File: src/rtl/uart_cmd_decoder.sv
// rtl/uart_cmd_decoder.sv - UART command byte decoder driving register strobes and TX responses
module uart_cmd_decoder #(
  parameter int ADDR_W      = 3,
  parameter int TIMEOUT_CYC = 100000
) (
  input  logic              i_clk,
  input  logic              i_rst_n,
  input  logic [7:0]        i_rx_data,
  input  logic              i_rx_fifo_e,
  output logic              o_rx_rd,
  input  logic              i_tx_fifo_f,
  output logic              o_tx_wr,
  output logic [7:0]        o_tx_data,
  output logic [ADDR_W-1:0] o_rwaddr,
  output logic [7:0]        o_write_data,
  output logic              o_wr_req,
  output logic              o_rd_req,
  input  logic [7:0]        i_read_data,
  output logic              o_err,
  output logic [1:0]        o_err_code
);

  // Counter must hold TIMEOUT_CYC-1; guard the degenerate single-cycle case.
  localparam int CNT_W = (TIMEOUT_CYC > 1) ? $clog2(TIMEOUT_CYC) : 1;
  localparam logic [CNT_W-1:0] CNT_MAX = CNT_W'(TIMEOUT_CYC - 1);

  // Bits [6:ADDR_W] of a command byte are reserved; the all-ones offset is invalid.
  localparam logic [7:0]        OFF_MASK = 8'((1 << ADDR_W) - 1);
  localparam logic [6:0]        RSV_MASK = ~OFF_MASK[6:0];
  localparam logic [ADDR_W-1:0] OFF_BAD  = '1;

  localparam logic [1:0] ERR_ADDR    = 2'b01;
  localparam logic [1:0] ERR_TIMEOUT = 2'b10;

  typedef enum logic [3:0] {
    S_IDLE,
    S_CMD_CAP,
    S_DAT_WAIT,
    S_DAT_CAP,
    S_WR,
    S_RD_REQ,
    S_RD_CAP,
    S_TX_PUSH,
    S_ERR
  } state_t;

  state_t r_state;
  state_t w_state_nxt;

  logic [6:0]        r_cmd;
  logic [CNT_W-1:0]  r_cnt;
  logic [ADDR_W-1:0] r_rwaddr;
  logic [7:0]        r_write_data;
  logic [7:0]        r_tx_data;
  logic [1:0]        r_err_code;

  logic       w_rx_rd;
  logic       w_wr_req;
  logic       w_rd_req;
  logic       w_tx_wr;
  logic       w_err;
  logic [1:0] w_err_code_nxt;
  logic       w_rx_bad;
  logic       w_cmd_bad;
  logic       w_commit_rd;
  logic       w_commit_wr;

  function automatic logic f_addr_bad(input logic [6:0] b);
    return ((b & RSV_MASK) != 7'd0) || (b[ADDR_W-1:0] == OFF_BAD);
  endfunction

  // In CMD_CAP the command is still on i_rx_data; in DAT_CAP it sits in r_cmd.
  assign w_rx_bad    = f_addr_bad(i_rx_data[6:0]);
  assign w_cmd_bad   = f_addr_bad(r_cmd);
  assign w_commit_rd = (r_state == S_CMD_CAP) && !i_rx_data[7] && !w_rx_bad;
  assign w_commit_wr = (r_state == S_DAT_CAP) && !w_cmd_bad;

  // State register.
  always_ff @(posedge i_clk or negedge i_rst_n) begin
    if (!i_rst_n) begin
      r_state <= S_IDLE;
    end else begin
      r_state <= w_state_nxt;
    end
  end

  // Next-state decode and single-cycle strobes.
  always_comb begin
    w_state_nxt    = r_state;
    w_rx_rd        = 1'b0;
    w_wr_req       = 1'b0;
    w_rd_req       = 1'b0;
    w_tx_wr        = 1'b0;
    w_err          = 1'b0;
    w_err_code_nxt = r_err_code;
    case (r_state)
      S_IDLE: begin
        if (!i_rx_fifo_e) begin
          w_rx_rd     = 1'b1;
          w_state_nxt = S_CMD_CAP;
        end
      end
      S_CMD_CAP: begin
        if (i_rx_data[7]) begin
          w_state_nxt = S_DAT_WAIT;
        end else if (w_rx_bad) begin
          w_state_nxt    = S_ERR;
          w_err_code_nxt = ERR_ADDR;
        end else begin
          w_state_nxt = S_RD_REQ;
        end
      end
      S_DAT_WAIT: begin
        if (!i_rx_fifo_e) begin
          w_rx_rd     = 1'b1;
          w_state_nxt = S_DAT_CAP;
        end else if (r_cnt == CNT_MAX) begin
          w_state_nxt    = S_ERR;
          w_err_code_nxt = ERR_TIMEOUT;
        end
      end
      S_DAT_CAP: begin
        // A write to a bad address still consumes its data byte.
        if (w_cmd_bad) begin
          w_state_nxt    = S_ERR;
          w_err_code_nxt = ERR_ADDR;
        end else begin
          w_state_nxt = S_WR;
        end
      end
      S_WR: begin
        w_wr_req    = 1'b1;
        w_state_nxt = S_IDLE;
      end
      S_RD_REQ: begin
        w_rd_req    = 1'b1;
        w_state_nxt = S_RD_CAP;
      end
      S_RD_CAP: begin
        w_state_nxt = S_TX_PUSH;
      end
      S_TX_PUSH: begin
        if (!i_tx_fifo_f) begin
          w_tx_wr     = 1'b1;
          w_state_nxt = S_IDLE;
        end
      end
      S_ERR: begin
        w_err       = 1'b1;
        w_state_nxt = S_IDLE;
      end
      default: begin
        w_state_nxt = S_IDLE;
      end
    endcase
  end

  // Hold the command byte while waiting for its write data.
  always_ff @(posedge i_clk or negedge i_rst_n) begin
    if (!i_rst_n) begin
      r_cmd <= 7'd0;
    end else if (r_state == S_CMD_CAP) begin
      r_cmd <= i_rx_data[6:0];
    end
  end

  // Inter-byte timeout counter: zero outside DAT_WAIT, saturating inside it.
  always_ff @(posedge i_clk or negedge i_rst_n) begin
    if (!i_rst_n) begin
      r_cnt <= '0;
    end else if (r_state != S_DAT_WAIT) begin
      r_cnt <= '0;
    end else if (r_cnt != CNT_MAX) begin
      r_cnt <= r_cnt + CNT_W'(1);
    end
  end

  // Register address only changes when a valid transaction commits.
  always_ff @(posedge i_clk or negedge i_rst_n) begin
    if (!i_rst_n) begin
      r_rwaddr <= '0;
    end else if (w_commit_rd) begin
      r_rwaddr <= i_rx_data[ADDR_W-1:0];
    end else if (w_commit_wr) begin
      r_rwaddr <= r_cmd[ADDR_W-1:0];
    end
  end

  // Write data is latched with the address so both are stable under o_wr_req.
  always_ff @(posedge i_clk or negedge i_rst_n) begin
    if (!i_rst_n) begin
      r_write_data <= 8'd0;
    end else if (w_commit_wr) begin
      r_write_data <= i_rx_data;
    end
  end

  // Capture register read data the cycle after the read strobe.
  always_ff @(posedge i_clk or negedge i_rst_n) begin
    if (!i_rst_n) begin
      r_tx_data <= 8'd0;
    end else if (r_state == S_RD_CAP) begin
      r_tx_data <= i_read_data;
    end
  end

  // Error code is loaded on entry to ERR so it is valid alongside o_err.
  always_ff @(posedge i_clk or negedge i_rst_n) begin
    if (!i_rst_n) begin
      r_err_code <= 2'b00;
    end else begin
      r_err_code <= w_err_code_nxt;
    end
  end

  // IDLE pops combinationally, so gate the pop with reset to keep it low while held.
  assign o_rx_rd      = w_rx_rd & i_rst_n;
  assign o_wr_req     = w_wr_req;
  assign o_rd_req     = w_rd_req;
  assign o_tx_wr      = w_tx_wr;
  assign o_err        = w_err;
  assign o_err_code   = r_err_code;
  assign o_rwaddr     = r_rwaddr;
  assign o_write_data = r_write_data;
  assign o_tx_data    = r_tx_data;

endmodule

File: config.mk
export PLATFORM = sky130hd
export DESIGN_NAME = uart_cmd_decoder
export DESIGN_NICKNAME = d
export VERILOG_FILES = /design/src/rtl/uart_cmd_decoder.sv
export SDC_FILE = /design/constraint.sdc
export NUM_CORES = 1
export LEC_CHECK = 0
export BUFFER_PORTS_ARGS = -buffer_cell sky130_fd_sc_hd__buf_4
export CELL_PAD_IN_SITES_DETAIL_PLACEMENT = 0
export CELL_PAD_IN_SITES_GLOBAL_PLACEMENT = 2
export CORE_AREA = 8 8 109 86
export DETAILED_ROUTE_END_ITERATION = 10
export DIE_AREA = 0 0 117 94
export PLACE_DENSITY_LB_ADDON = 0.15
export SKIP_CTS_REPAIR_TIMING = 1
export SYNTH_ARGS = -nofsm -noshare
export SYNTH_HDL_FRONTEND = slang
export SYNTH_SLANG_ARGS = --single-unit
File: constraint.sdc
create_clock -name i_clk -period 2.1 [get_ports i_clk]
set_input_delay 0.315 -clock i_clk [delete_from_list [all_inputs] [get_ports i_clk]]
set_output_delay 0.315 -clock i_clk [all_outputs]
set_load 0.01 [all_outputs]
==> impl_metrics.env <==
export IMPL_status="complete, no violations"
export IMPL_worstSetupEndpoint="o_err_code[0]"
export IMPL_ctsLongestPathBuffers=2
export IMPL_fin_crit_sh_pct=94.4
export IMPL_dieArea_sq_mm=0.0110
export IMPL_ios=46
export IMPL_critPathRequiredTime_ns=2.29
export IMPL_numPortBuffers=45
export IMPL_hold_viol=0
export IMPL_cts_htree_levels=2
export IMPL_setup_slack_ns=0.118
export IMPL_synth_cell_types=40
export IMPL_worstPathCellList="or4bb_1 -> or4_4 -> a21o_1 -> a2bb2oi_1"
export IMPL_vias=1857
export IMPL_place_gp_congestion=0.744
export IMPL_vias_per_cell=4.91
export IMPL_antenna_found_initial=0
export IMPL_netlist_top_cells_count="dfrtp_1 (49), mux2_2 (17), nand2_1 (16), nor2_1 (16)"
export IMPL_ys_seq_area_share_pct=53.1
export IMPL_synthArstFlopShare_pct=100
export IMPL_synth_largest_area_cell="dfrtp_1"
export IMPL_rsz0062_at_grt="false"
export IMPL_syn_to_final_growth_pct=29.7
export IMPL_route_antenna_remaining_nets=0
export IMPL_cts_buffers=5
export IMPL_final_nets=293
export IMPL_grt_usage_pct=11.3
export IMPL_hold_slack_ns=0.241
export IMPL_die_y_um=94
export IMPL_critPathMaxFanout=6
export IMPL_intPower_uw=2310
export IMPL_utilization_pct=39.2
export IMPL_pwr_share_comb_pct=33.2
export IMPL_endpoint_kind="flip-flop"
export IMPL_clk_pin_slew_ns=0.09
export IMPL_synth_area_leaders="dfrtp_1 (53%), mux2_2 (8.3%), a21oi_1 (2.6%)"
export IMPL_dp_slack_ns=0.105
export IMPL_dieWidth_um=117
export IMPL_synth_seq_cells=49
export IMPL_grt_pass1_wl_um=9800
export IMPL_p_per_area_mw_per_mm2=1110
export IMPL_fmax_ghz=0.504
export IMPL_tightestPinTransition_ns=0.499
export IMPL_clock_skew_ns=0.00564
export IMPL_syn_area_sq_mm=0.00231
export IMPL_start_util_pct=30.2
export IMPL_syn_num_nets=235
export IMPL_finalSetupViolCount=0
export IMPL_synth_most_common_cell="dfrtp_1"
export IMPL_rows=28
export IMPL_cp_slowest_cell="or4bb_1"
export IMPL_sw_frac_of_total_pct=30.2
export IMPL_clock_latency_ns=0.30
export IMPL_r2r_start="r_cnt[13]"
export IMPL_grt_overflow=0
export IMPL_cp_start_kind="flip-flop"
export IMPL_r2r_slack_ns=0.12
export IMPL_num_antenna_cells=0
export IMPL_synthCells=214
export IMPL_drive_above_1_share_pct=31.9
export IMPL_fin_crit_ns=1.98
export IMPL_switching_power_uw=1000
export IMPL_grt_max_degree=40
export IMPL_rr_endpoint="o_err_code[0]"
export IMPL_cpPeakStageDelay_ns=0.56
export IMPL_startpoint="r_cnt[13]"
export IMPL_maxSlewHeadroom_pct=66.7
export IMPL_ff2ff_path_depth=4
export IMPL_leakagePower_uw=0.00129
export IMPL_yosys_warnings=0
export IMPL_synth_top_area_share_pct=53.1
export IMPL_crit_type="reg -> reg"
export IMPL_avgSynthCellArea_sq_um=10.8
export IMPL_wl_um=5810
export IMPL_hold_path_class="in -> reg"
export IMPL_tns_ns=0
export IMPL_synth_edf_count=0
export IMPL_drc=0
export IMPL_worstPathArrival_ns=2.17
export IMPL_synth_top_flop_cell="dfrtp_1"
export IMPL_first_pass_iters=4
export IMPL_cts_root_buf="clkbuf_8"
export IMPL_peakVddDrop_mv=0.444
export IMPL_drt_iter0_markers=88
export IMPL_power_frac_clock_pct=23.9
export IMPL_wl_per_cell_um=15.4
export IMPL_cts_tree="yes"
export IMPL_power_uw=3310
export IMPL_final_max_slew_viol_count=0
export IMPL_cts_sinks=49
export IMPL_hpwl_um=4430
export IMPL_seq_power_share_pct=42.9
export IMPL_core_area_sq_mm=0.00764
export IMPL_grt_pass1_vias=1885
export IMPL_max_cap_violations=0
[kinds of logic after synthesis]
kind of cell               share of synthesized area [%]
and+or+nand+nor                                     21.4
DFF                                                 53.1
AOI/OAI and AO/OA                                   9.75
muxes                                               10.6
buffers and inverters                               2.33
xor gates and xnor gates                            2.28
adders and majority gates                          0.542
[how the worst min path moves through the flow]
stage	startpoint	end	slack, ns	cells past startpoint
floorplan	i_rst_n	o_err_code[0]	0.02	0
global placement	i_rst_n	o_write_data[5]	0.17	1
detailed placement	i_rst_n	o_write_data[5]	0.17	1
CTS	i_rst_n	o_write_data[5]	-0.16	1
global route	i_read_data[2]	o_tx_data[2]	0.23	2
finish	i_read_data[2]	o_tx_data[2]	0.24	2
[placed cells by master (no fill, tap or decap), types with 2 or more instances in the layout]
master	count
a21oi_1	12
a221o_1	3
and3_1	4
and3b_1	2
buf_4	58
bufinv_16	2
clkbuf_8	5
dfrtp_1	49
inv_1	6
mux2_1	3
mux2_2	17
mux2i_1	2
nand2_1	16
nand2b_1	2
nand3_1	8
nand4_1	7
nand4b_1	2
nor2_1	16
nor3_1	4
nor3b_1	2
nor4_1	2
o21ai_0	12
o21ai_1	2
o31ai_1	2
or3_1	8
or4_1	3
or4bb_1	3
xnor2_1	2
xor2_1	4
[per-layer routing]
metal | GRT usage (%) | vias to the layer above | wire length, um
met2 | 14.7 | 60 | 2260
met3 | 4.56 | 2 | 497
met4 | 2.55 | 0 | 22
met5 | 0 | - | 0
li1 | - | 900 | -
met1 | 16.7 | 895 | 3020
[state kept, by name, indices dropped and copies added (netlist names)]
register / flops
o_tx_data: 8
o_write_data: 8
r_cmd: 7
o_err_code: 2
r_cnt: 17
r_state: 4
o_rwaddr: 3
[cell type report]
| cell class | instances | area (sq um) |
|---|---|---|
| Clock inverter | 3 | 65.1 |
| Multi-Input combinational cell | 151 | 1040 |
| Sequential cell | 49 | 1230 |
| Clock buffer | 5 | 68.8 |
| Timing Repair Buffer | 59 | 445 |
| Tap cell | 105 | 131 |
| Fill cell | 781 | 4640 |
| Inverter | 6 | 22.5 |
[power groups by stage]
| stage | Clock, uW | Sequential (uW) | Combinational (uW) |
|---|---|---|---|
| after floorplan | 0 | 1480 | 514 |
| after global placement | 0 | 1430 | 1120 |
| after detailed placement | 0 | 1440 | 1130 |
| after CTS | 823 | 1420 | 1130 |
| after global routing | 855 | 1460 | 1230 |
| final | 792 | 1420 | 1100 |
[metrics by stage]
step	cells	area, sq um
2_1_floorplan	214	2310
3_3_place_gp	369	2850
3_5_place_dp	369	2850
4_1_cts	377	2990
5_1_grt	378	3000
6_report	378	3000
[critical path: cells and delay by family (launching register included)]
family           cells  cell delay, ns
AND/OR/NAND/NOR      2            1.12
flip-flops           1            0.43
AO/OA/AOI/OAI        2            0.34
Power figures use the tool's default switching activity.
